[src/rtl/clk_div_pkg.sv]
// Shared definitions for the multi-channel clock divider.
//   DIV_MIN      smallest usable divisor (clk_in/2 is the fastest output)
//   chan_state_e per-channel run state
//   clamp_div    raise a requested divisor to at least DIV_MIN
package clk_div_pkg;

  localparam int unsigned DIV_MIN = 2;

  typedef enum logic {
    CH_IDLE = 1'b0,
    CH_RUN  = 1'b1
  } chan_state_e;

  // Operates on a 64-bit container so one function serves any DIV_W <= 64.
  function automatic logic [63:0] clamp_div(input logic [63:0] div);
    return (div < 64'(DIV_MIN)) ? 64'(DIV_MIN) : div;
  endfunction

endpackage

[src/rtl/clk_div_chan.sv]
// One divider channel: generates a registered divided clock and a one-cycle
// tick strobe that is high in the cycle the divided clock rises.
// Ports:
//   clk_in   board clock, all logic on posedge
//   rst_n    asynchronous active-low reset
//   en       run enable (level); low truncates the current period immediately
//   sync     one-cycle pulse restarting the period if running
//   div_in   requested divisor, sampled only at period start
//   clk_out  divided clock, high for floor(d/2) cycles of each d-cycle period
//   tick     strobe coincident with the rising edge of clk_out
module clk_div_chan
  import clk_div_pkg::*;
#(
  parameter int unsigned DIV_W = 32
) (
  input  logic             clk_in,
  input  logic             rst_n,
  input  logic             en,
  input  logic             sync,
  input  logic [DIV_W-1:0] div_in,
  output logic             clk_out,
  output logic             tick
);

  chan_state_e      state_q, state_d;
  logic [DIV_W-1:0] cnt_q, cnt_d;
  logic [DIV_W-1:0] div_act_q, div_act_d;
  logic             clk_q, clk_d;
  logic             tick_q, tick_d;

  logic [DIV_W-1:0] div_eff;
  logic [DIV_W-1:0] cnt_inc;

  assign div_eff = DIV_W'(clamp_div(64'(div_in)));
  // cnt never exceeds div_act-1, so the increment cannot wrap.
  assign cnt_inc = cnt_q + DIV_W'(1);

  always_ff @(posedge clk_in or negedge rst_n) begin
    if (!rst_n) begin
      state_q   <= CH_IDLE;
      cnt_q     <= '0;
      div_act_q <= DIV_W'(DIV_MIN);
      clk_q     <= 1'b0;
      tick_q    <= 1'b0;
    end else begin
      state_q   <= state_d;
      cnt_q     <= cnt_d;
      div_act_q <= div_act_d;
      clk_q     <= clk_d;
      tick_q    <= tick_d;
    end
  end

  // The divisor is latched only when a new period begins, so a change on
  // div_in never shortens the period in progress.
  always_comb begin
    state_d   = state_q;
    cnt_d     = cnt_q;
    div_act_d = div_act_q;
    clk_d     = clk_q;
    tick_d    = 1'b0;
    if (!en) begin
      state_d = CH_IDLE;
      cnt_d   = '0;
      clk_d   = 1'b0;
    end else if (state_q == CH_IDLE || sync) begin
      state_d   = CH_RUN;
      cnt_d     = '0;
      div_act_d = div_eff;
      clk_d     = 1'b1;
      tick_d    = 1'b1;
    end else if (cnt_q == div_act_q - DIV_W'(1)) begin
      cnt_d     = '0;
      div_act_d = div_eff;
      clk_d     = 1'b1;
      tick_d    = 1'b1;
    end else begin
      cnt_d = cnt_inc;
      clk_d = (cnt_inc < (div_act_q >> 1));
    end
  end

  assign clk_out = clk_q;
  assign tick    = tick_q;

endmodule

[src/rtl/clk_div_multi.sv]
// Multi-channel clock divider / clock-enable generator.
// Each channel runs independently from its own divisor and enable; the only
// shared control is sync, which restarts every running channel in phase.
// Prefer tick[] as a clock enable; clk_out[] is meant for pins or a clock buffer.
// Ports:
//   clk_in   board clock
//   rst_n    asynchronous active-low reset
//   en       per-channel run enable
//   sync     one-cycle pulse, phase-align all running channels
//   div_in   divisors, channel i at [i*DIV_W +: DIV_W]
//   clk_out  per-channel divided clock
//   tick     per-channel strobe, high in the cycle clk_out rises
module clk_div_multi
  import clk_div_pkg::*;
#(
  parameter int unsigned CHANNELS = 4,
  parameter int unsigned DIV_W    = 32
) (
  input  logic                      clk_in,
  input  logic                      rst_n,
  input  logic [CHANNELS-1:0]       en,
  input  logic                      sync,
  input  logic [CHANNELS*DIV_W-1:0] div_in,
  output logic [CHANNELS-1:0]       clk_out,
  output logic [CHANNELS-1:0]       tick
);

  for (genvar i = 0; i < CHANNELS; i++) begin : g_chan
    clk_div_chan #(
      .DIV_W (DIV_W)
    ) u_chan (
      .clk_in  (clk_in),
      .rst_n   (rst_n),
      .en      (en[i]),
      .sync    (sync),
      .div_in  (div_in[i*DIV_W +: DIV_W]),
      .clk_out (clk_out[i]),
      .tick    (tick[i])
    );
  end

endmodule

[config.mk]
export PLATFORM = sky130hd
export DESIGN_NAME = clk_div_multi
export DESIGN_NICKNAME = d
export VERILOG_FILES = /design/src/rtl/clk_div_pkg.sv /design/src/rtl/clk_div_chan.sv /design/src/rtl/clk_div_multi.sv
export SDC_FILE = /design/constraint.sdc
export NUM_CORES = 1
export LEC_CHECK = 0
export BUFFER_PORTS_ARGS = -buffer_cell sky130_fd_sc_hd__buf_4
export CAP_MARGIN = 20
export CORE_ASPECT_RATIO = 1.25
export CORE_MARGIN = 2
export CORE_UTILIZATION = 40
export CTS_BUF_LIST = sky130_fd_sc_hd__clkbuf_16
export CTS_CLUSTER_SIZE = 25
export DETAILED_ROUTE_END_ITERATION = 8
export PLACE_DENSITY = 0.61
export SYNTH_ARGS = -nofsm -noshare
export SYNTH_HDL_FRONTEND = slang
export SYNTH_SLANG_ARGS = --single-unit
export TNS_END_PERCENT = 10
[constraint.sdc]
create_clock -name clk_in -period 4.9 [get_ports clk_in]
set_input_delay 0.735 -clock clk_in [delete_from_list [all_inputs] [get_ports clk_in]]
set_output_delay 0.735 -clock clk_in [all_outputs]
set_load 0.1 [all_outputs]
; Yosys cells after proc, flatten, opt, wreduce, memory -nomap -nowiden
; Index checks and enable logic that the tools add are counted.
[totals]
register_bits = 268
latch_bits = 0
ramBits = 0
rom_bits = 0
in_bits = 135
mem_count = 0
[classes]
addsub = 8
mul = 0
div_mod_pow = 0
order_cmp = 8
n_eq_ne = 8
shifts = 0
n_mux = 56
bitwise_logic = 4
n_reduce_logical = 12
[ops]
columns = op, count
row1 = two-way mux 32 bit, 24
row2 = adder 32 x 1 -> 32 bit (second input constant), 4
row3 = equality test 32 bit, 4
row4 = < comparator 32 x 2 -> 1 bit (second input constant), 4
row5 = < comparator 32 x 31 -> 1 bit, 4
row6 = subtractor 32 x 1 -> 32 bit (second input constant), 4
row7 = two-way mux 1 bit, 32
row8 = != test 2 x 1 -> 1 bit (second input constant), 4
row9 = AND reduction 2 bit, 4
row10 = nonzero test 2 bit, 4
row11 = logical OR 1 bit, 4
row12 = NOT 1 bit, 4

; Depth between registers and ports, before layout
[depth]
ltp_word = 5
depth_mapped = 17

; By module
; Synthesis repeated with hierarchy kept, for this count alone.
[unflattened]
hier_cells = 2045
hier_area_um2 = 19836.5
[modules_own_cells]
columns = mod, n_inst, cells_per_inst, area_per_inst_um2, seq_area_each_um2
row1 = clk_div_chan at g_chan[0].u_chan ..., 2, 504, 4914.7, 1677.9
row2 = clk_div_chan at g_chan[1].u_chan, 1, 528, 5044.8, 1677.9
row3 = clk_div_chan at g_chan[3].u_chan, 1, 509, 4962.3, 1677.9

; Worst setup path after synthesis
; Ideal clock, no wire load.
[synth_timing]
path_type = reg-to-reg
startpoint = reg g_chan[3].u_chan.div_act_q[0]
endpoint = reg g_chan[3].u_chan.div_act_q[10]
setup_time_ps = 125
arrival_ps = 3611
setup_slack_ps = 1164
path_stages_with_launch = 13
path_buffers = 2
period_less_slack_ps = 3736
path_cell_list = dfrtp_1 > inv_1 > ha_1 > or4b_1 > or4_4 > buf_6 > o41ai_1 > o2111ai_1 > nor4_2 > nand4_1 > o41ai_4 > buf_6 > mux2_4
[synth_between]
elab_chain_cells = 4
[synth_rtl]
columns = element, line_no
row1 = start: declaration, clk_div_chan.sv:27  ; logic [DIV_W-1:0] div_act_q, div_act_d;
row2 = start signal: assignment, clk_div_chan.sv:42  ; div_act_q <= DIV_W'(DIV_MIN);
row3 = start signal: assignment, clk_div_chan.sv:48  ; div_act_q <= div_act_d;
row4 = subtractor 32 x 1 -> 32 bit, clk_div_chan.sv:72  ; end else if (cnt_q == div_act_q - DIV_W'(1)) begin
row5 = equality test 32 bit, clk_div_chan.sv:72
row6 = nonzero test 2 bit (no line), --
row7 = AND reduction 2 bit (no line), --
; Every way passes these cells.
; A chain may end at the register's enable or synchronous reset.

; Final worst setup path
[layout_timing]
startpoint = reg g_chan[2].u_chan.div_act_q[0]
endpoint = reg g_chan[2].u_chan.div_act_q[0]
[layout_between]
elab_chain_cells = 4
[layout_rtl]
columns = element, line_no
row1 = start: declaration, clk_div_chan.sv:27
row2 = start signal: assignment, clk_div_chan.sv:42
row3 = start signal: assignment, clk_div_chan.sv:48
row4 = subtractor 32 x 1 -> 32 bit, clk_div_chan.sv:72
row5 = equality test 32 bit, clk_div_chan.sv:72
row6 = nonzero test 2 bit (no line), --
row7 = AND reduction 2 bit (no line), --
; Every way passes these cells.

==> impl_metrics.json <==
{
  "post-route-period-util": 0.855,
  "worstSetupStartpoint": "g_chan[2].u_chan.div_act_q[0]$_DFFE_PN0P_",
  "antenna_found_initial": 0,
  "synth_edf_count": 0,
  "crit_type": "register to register",
  "cts_tree": "yes",
  "r2r_slack_ns": 0.71,
  "fin_skew_ns": 0.0118,
  "yosysTopAreaCellShare": 0.316,
  "clkSinkCount": 268,
  "start_util": 0.406,
  "fin_tns_setup_ns": 0,
  "async_flop_share": 1.00,
  "post-cts-setup-buffers": 0,
  "cts_resized": 0,
  "cp-start-kind": "register",
  "synth_fp_nets": 2649,
  "coreArea_sq_um": 51500,
  "power.density_nw_per_um2": 281,
  "maxCapViolations": 0,
  "rr_worst_depth": 11,
  "critPathRequiredTime_ns": 5.39,
  "outcome": "completed",
  "setup_viol": 0,
  "yosys_warnings": 0,
  "worst_hold_slack_ns": 0.154,
  "synth.distinct_cells": 83,
  "synthesis.area_sq_um": 20900,
  "first_pass_iters": 6,
  "drive_above_1_share": 0.127,
  "layout_commonest_cell": "dfrtp_1",
  "antenna_left": 0,
  "drt_iter0_markers": 1207,
  "grt_pass1_wl_um": 99400,
  "arrival_ns": 4.68,
  "min_path_type": "input pin to asynchronous set/reset pin",
  "dpl.hpwl_um": 46100,
  "yosys_register_bits": 268,
  "cts_buffer_depth": 3,
  "ys_seq_area_frac": 0.321,
  "r2r-end": "g_chan[2].u_chan.div_act_q[0]$_DFFE_PN0P_",
  "io_pins": 143,
  "detail_route.wl_per_cell_um": 19.5,
  "viasPerCell": 5.88,
  "layout_common_cells": "dfrtp_1, buf_4, xnor2_1, inv_1, nand2_1",
  "grtUsageTotal": 0.226,
  "synthFlopType": "dfrtp_1",
  "dieArea_sq_um": 54100,
  "tightest_slew_ns": 0.961,
  "antennaDiodeCount": 0,
  "cts_buffers": 34,
  "die_y_um": 260,
  "cts.clk_slew.worst_paths_ns": 0.06,
  "drt_wl_total_um": 61000,
  "r2r_start": "g_chan[2].u_chan.div_act_q[0]$_DFFE_PN0P_",
  "vias": 18500,
  "fp.dieW_um": 208,
  "path_max_fanout": 61,
  "cts_max_level": 2,
  "cp-endpoint": "g_chan[2].u_chan.div_act_q[0]$_DFFE_PN0P_",
  "slew_violations": 0,
  "crit_path_end_kind": "register",
  "grt_pass1_vias": 18600,
  "syn_to_final_growth_pct": 12.8,
  "clock_latency_ns": 0.55,
  "fin_crit_ns": 4.19,
  "grt_max_degree": 106,
  "power_leakage_nw": 10.5,
  "std_cell_rows": 93,
  "rsz0062_at_grt": "no",
  "finalPower_mw": 6.63,
  "synth_area_leaders": "dfrtp_1, ha_1, xnor2_1",
  "cts_root_buffer": "clkbuf_16",
  "port_buffers": 142,
  "drcViolationCount": 0,
  "routabilityCongestion": 0.926,
  "synth_cells": 2386,
  "hold_buffers": 0,
  "avgSynthCellArea_sq_um": 8.76,
  "peakVddDrop_uv": 283,
  "overflow": 0,
  "hold_viol": 0,
  "timing.max_slew.rel_slack": 0.358,
  "nets": 2710,
  "fmax_mhz": 239,
  "synth_top_area_cell": "dfrtp_1"
}
==> stage by stage <==
step	util	instance area [sq um]	setup WS, ns	std cells
final	0.457	23600	0.709	3137
after global routing	0.457	23600	0.401	3137
after CTS	0.457	23600	0.730	3137
after detailed placement	0.436	22500	0.743	3076
after global placement	0.436	22500	0.789	3076
after floorplan	-	20900	1.16	2386
==> how the worst min path moves through the flow <==
stage                                              start                                    endpoint  slack [ns]  cells after the start
2_1_floorplan                                      rst_n          g_chan[0].u_chan.clk_out$_DFF_PN0_        0.44                      0
3_3_place_gp   g_chan[0].u_chan.div_act_q[1]$_DFFE_PN1P_   g_chan[0].u_chan.div_act_q[1]$_DFFE_PN1P_        0.51                      2
3_5_place_dp   g_chan[0].u_chan.div_act_q[1]$_DFFE_PN1P_   g_chan[0].u_chan.div_act_q[1]$_DFFE_PN1P_        0.52                      2
4_1_cts                                            rst_n  g_chan[3].u_chan.div_act_q[17]$_DFFE_PN0P_        0.15                      1
5_1_grt                                            rst_n  g_chan[3].u_chan.div_act_q[17]$_DFFE_PN0P_        0.18                      1
6_report                                           rst_n  g_chan[3].u_chan.div_act_q[17]$_DFFE_PN0P_        0.15                      1
==> cell type report <==
| class | count | area, sq um |
|---|---|---|
| clock buffer | 34 | 851 |
| clock inverter | 27 | 243 |
| fill | 5016 | 28000 |
| inverter | 151 | 567 |
| multi-input combinational | 1820 | 13000 |
| sequential | 268 | 6710 |
| tap | 665 | 832 |
| timing repair buffer | 172 | 1360 |
==> worst max-delay path: stages, from the launching register on <==
cell,delay (ns)
dfrtp_1,0.42
inv_1,0.08
ha_1,0.21
or4b_1,0.56
or4_4,0.50
or4b_1,0.53
nand3_1,0.10
nand4_1,0.10
or4_2,0.71
buf_4,0.36
o21ai_1,0.35
a41o_1,0.21
==> synth_stat cells (9+ instances only) <==
library cell / number
a21oi_1: 56
mux2i_1: 18
xnor2_1: 160
nand3_1: 110
or4_1: 19
xor2_1: 106
mux2_2: 37
nand2b_1: 14
a21o_1: 29
nand2_1: 150
a31oi_1: 45
a2111oi_0: 9
nor4_1: 74
and4_1: 19
o211ai_1: 15
or3_1: 19
o2111ai_1: 10
o22ai_1: 67
nor3_1: 94
a311o_1: 33
dfrtp_1: 264
nand4_1: 75
mux2_4: 20
clkbuf_1: 110
and3_1: 75
inv_1: 151
buf_2: 19
and2_1: 10
o311ai_1: 30
nor2_1: 104
o21ai_0: 47
nor2b_1: 109
ha_1: 128
==> power breakdown <==
part	switching, mW	leakage (nW)	internal [mW]
sequential	0.324	3.42	2.38
combinational	0.803	6.53	0.607
clock	1.04	0.562	1.48
total	2.17	10.5	4.46
==> state kept, by name, summed over array words and instances, names as in the netlist <==
| signal | flops |
|---|---|
| g_chan.u_chan.div_act_q | 128 |
| g_chan.u_chan.state_q | 4 |
| g_chan.u_chan.clk_out | 4 |
| g_chan.u_chan.tick | 4 |
| g_chan.u_chan.cnt_q | 128 |
==> kinds of logic after synthesis <==
logic type | synth area share
adders and majority gates | 0.0766
AOI/OAI and AO/OA | 0.142
buffers and inverters | 0.0579
DFF | 0.321
and+or+nand+nor | 0.245
muxes | 0.0461
xor gates and xnor gates | 0.111
==> per-layer routing <==
metal  routed length, um  vias to the layer above  track usage
met5                   0                        -            0
met4                2980                        0        0.112
met3                3010                      148       0.0337
met2               28900                      487        0.380
met1               26100                     8954        0.283
li1                    -                     8866            -
Note: power is estimated with default switching activity, not from simulation.
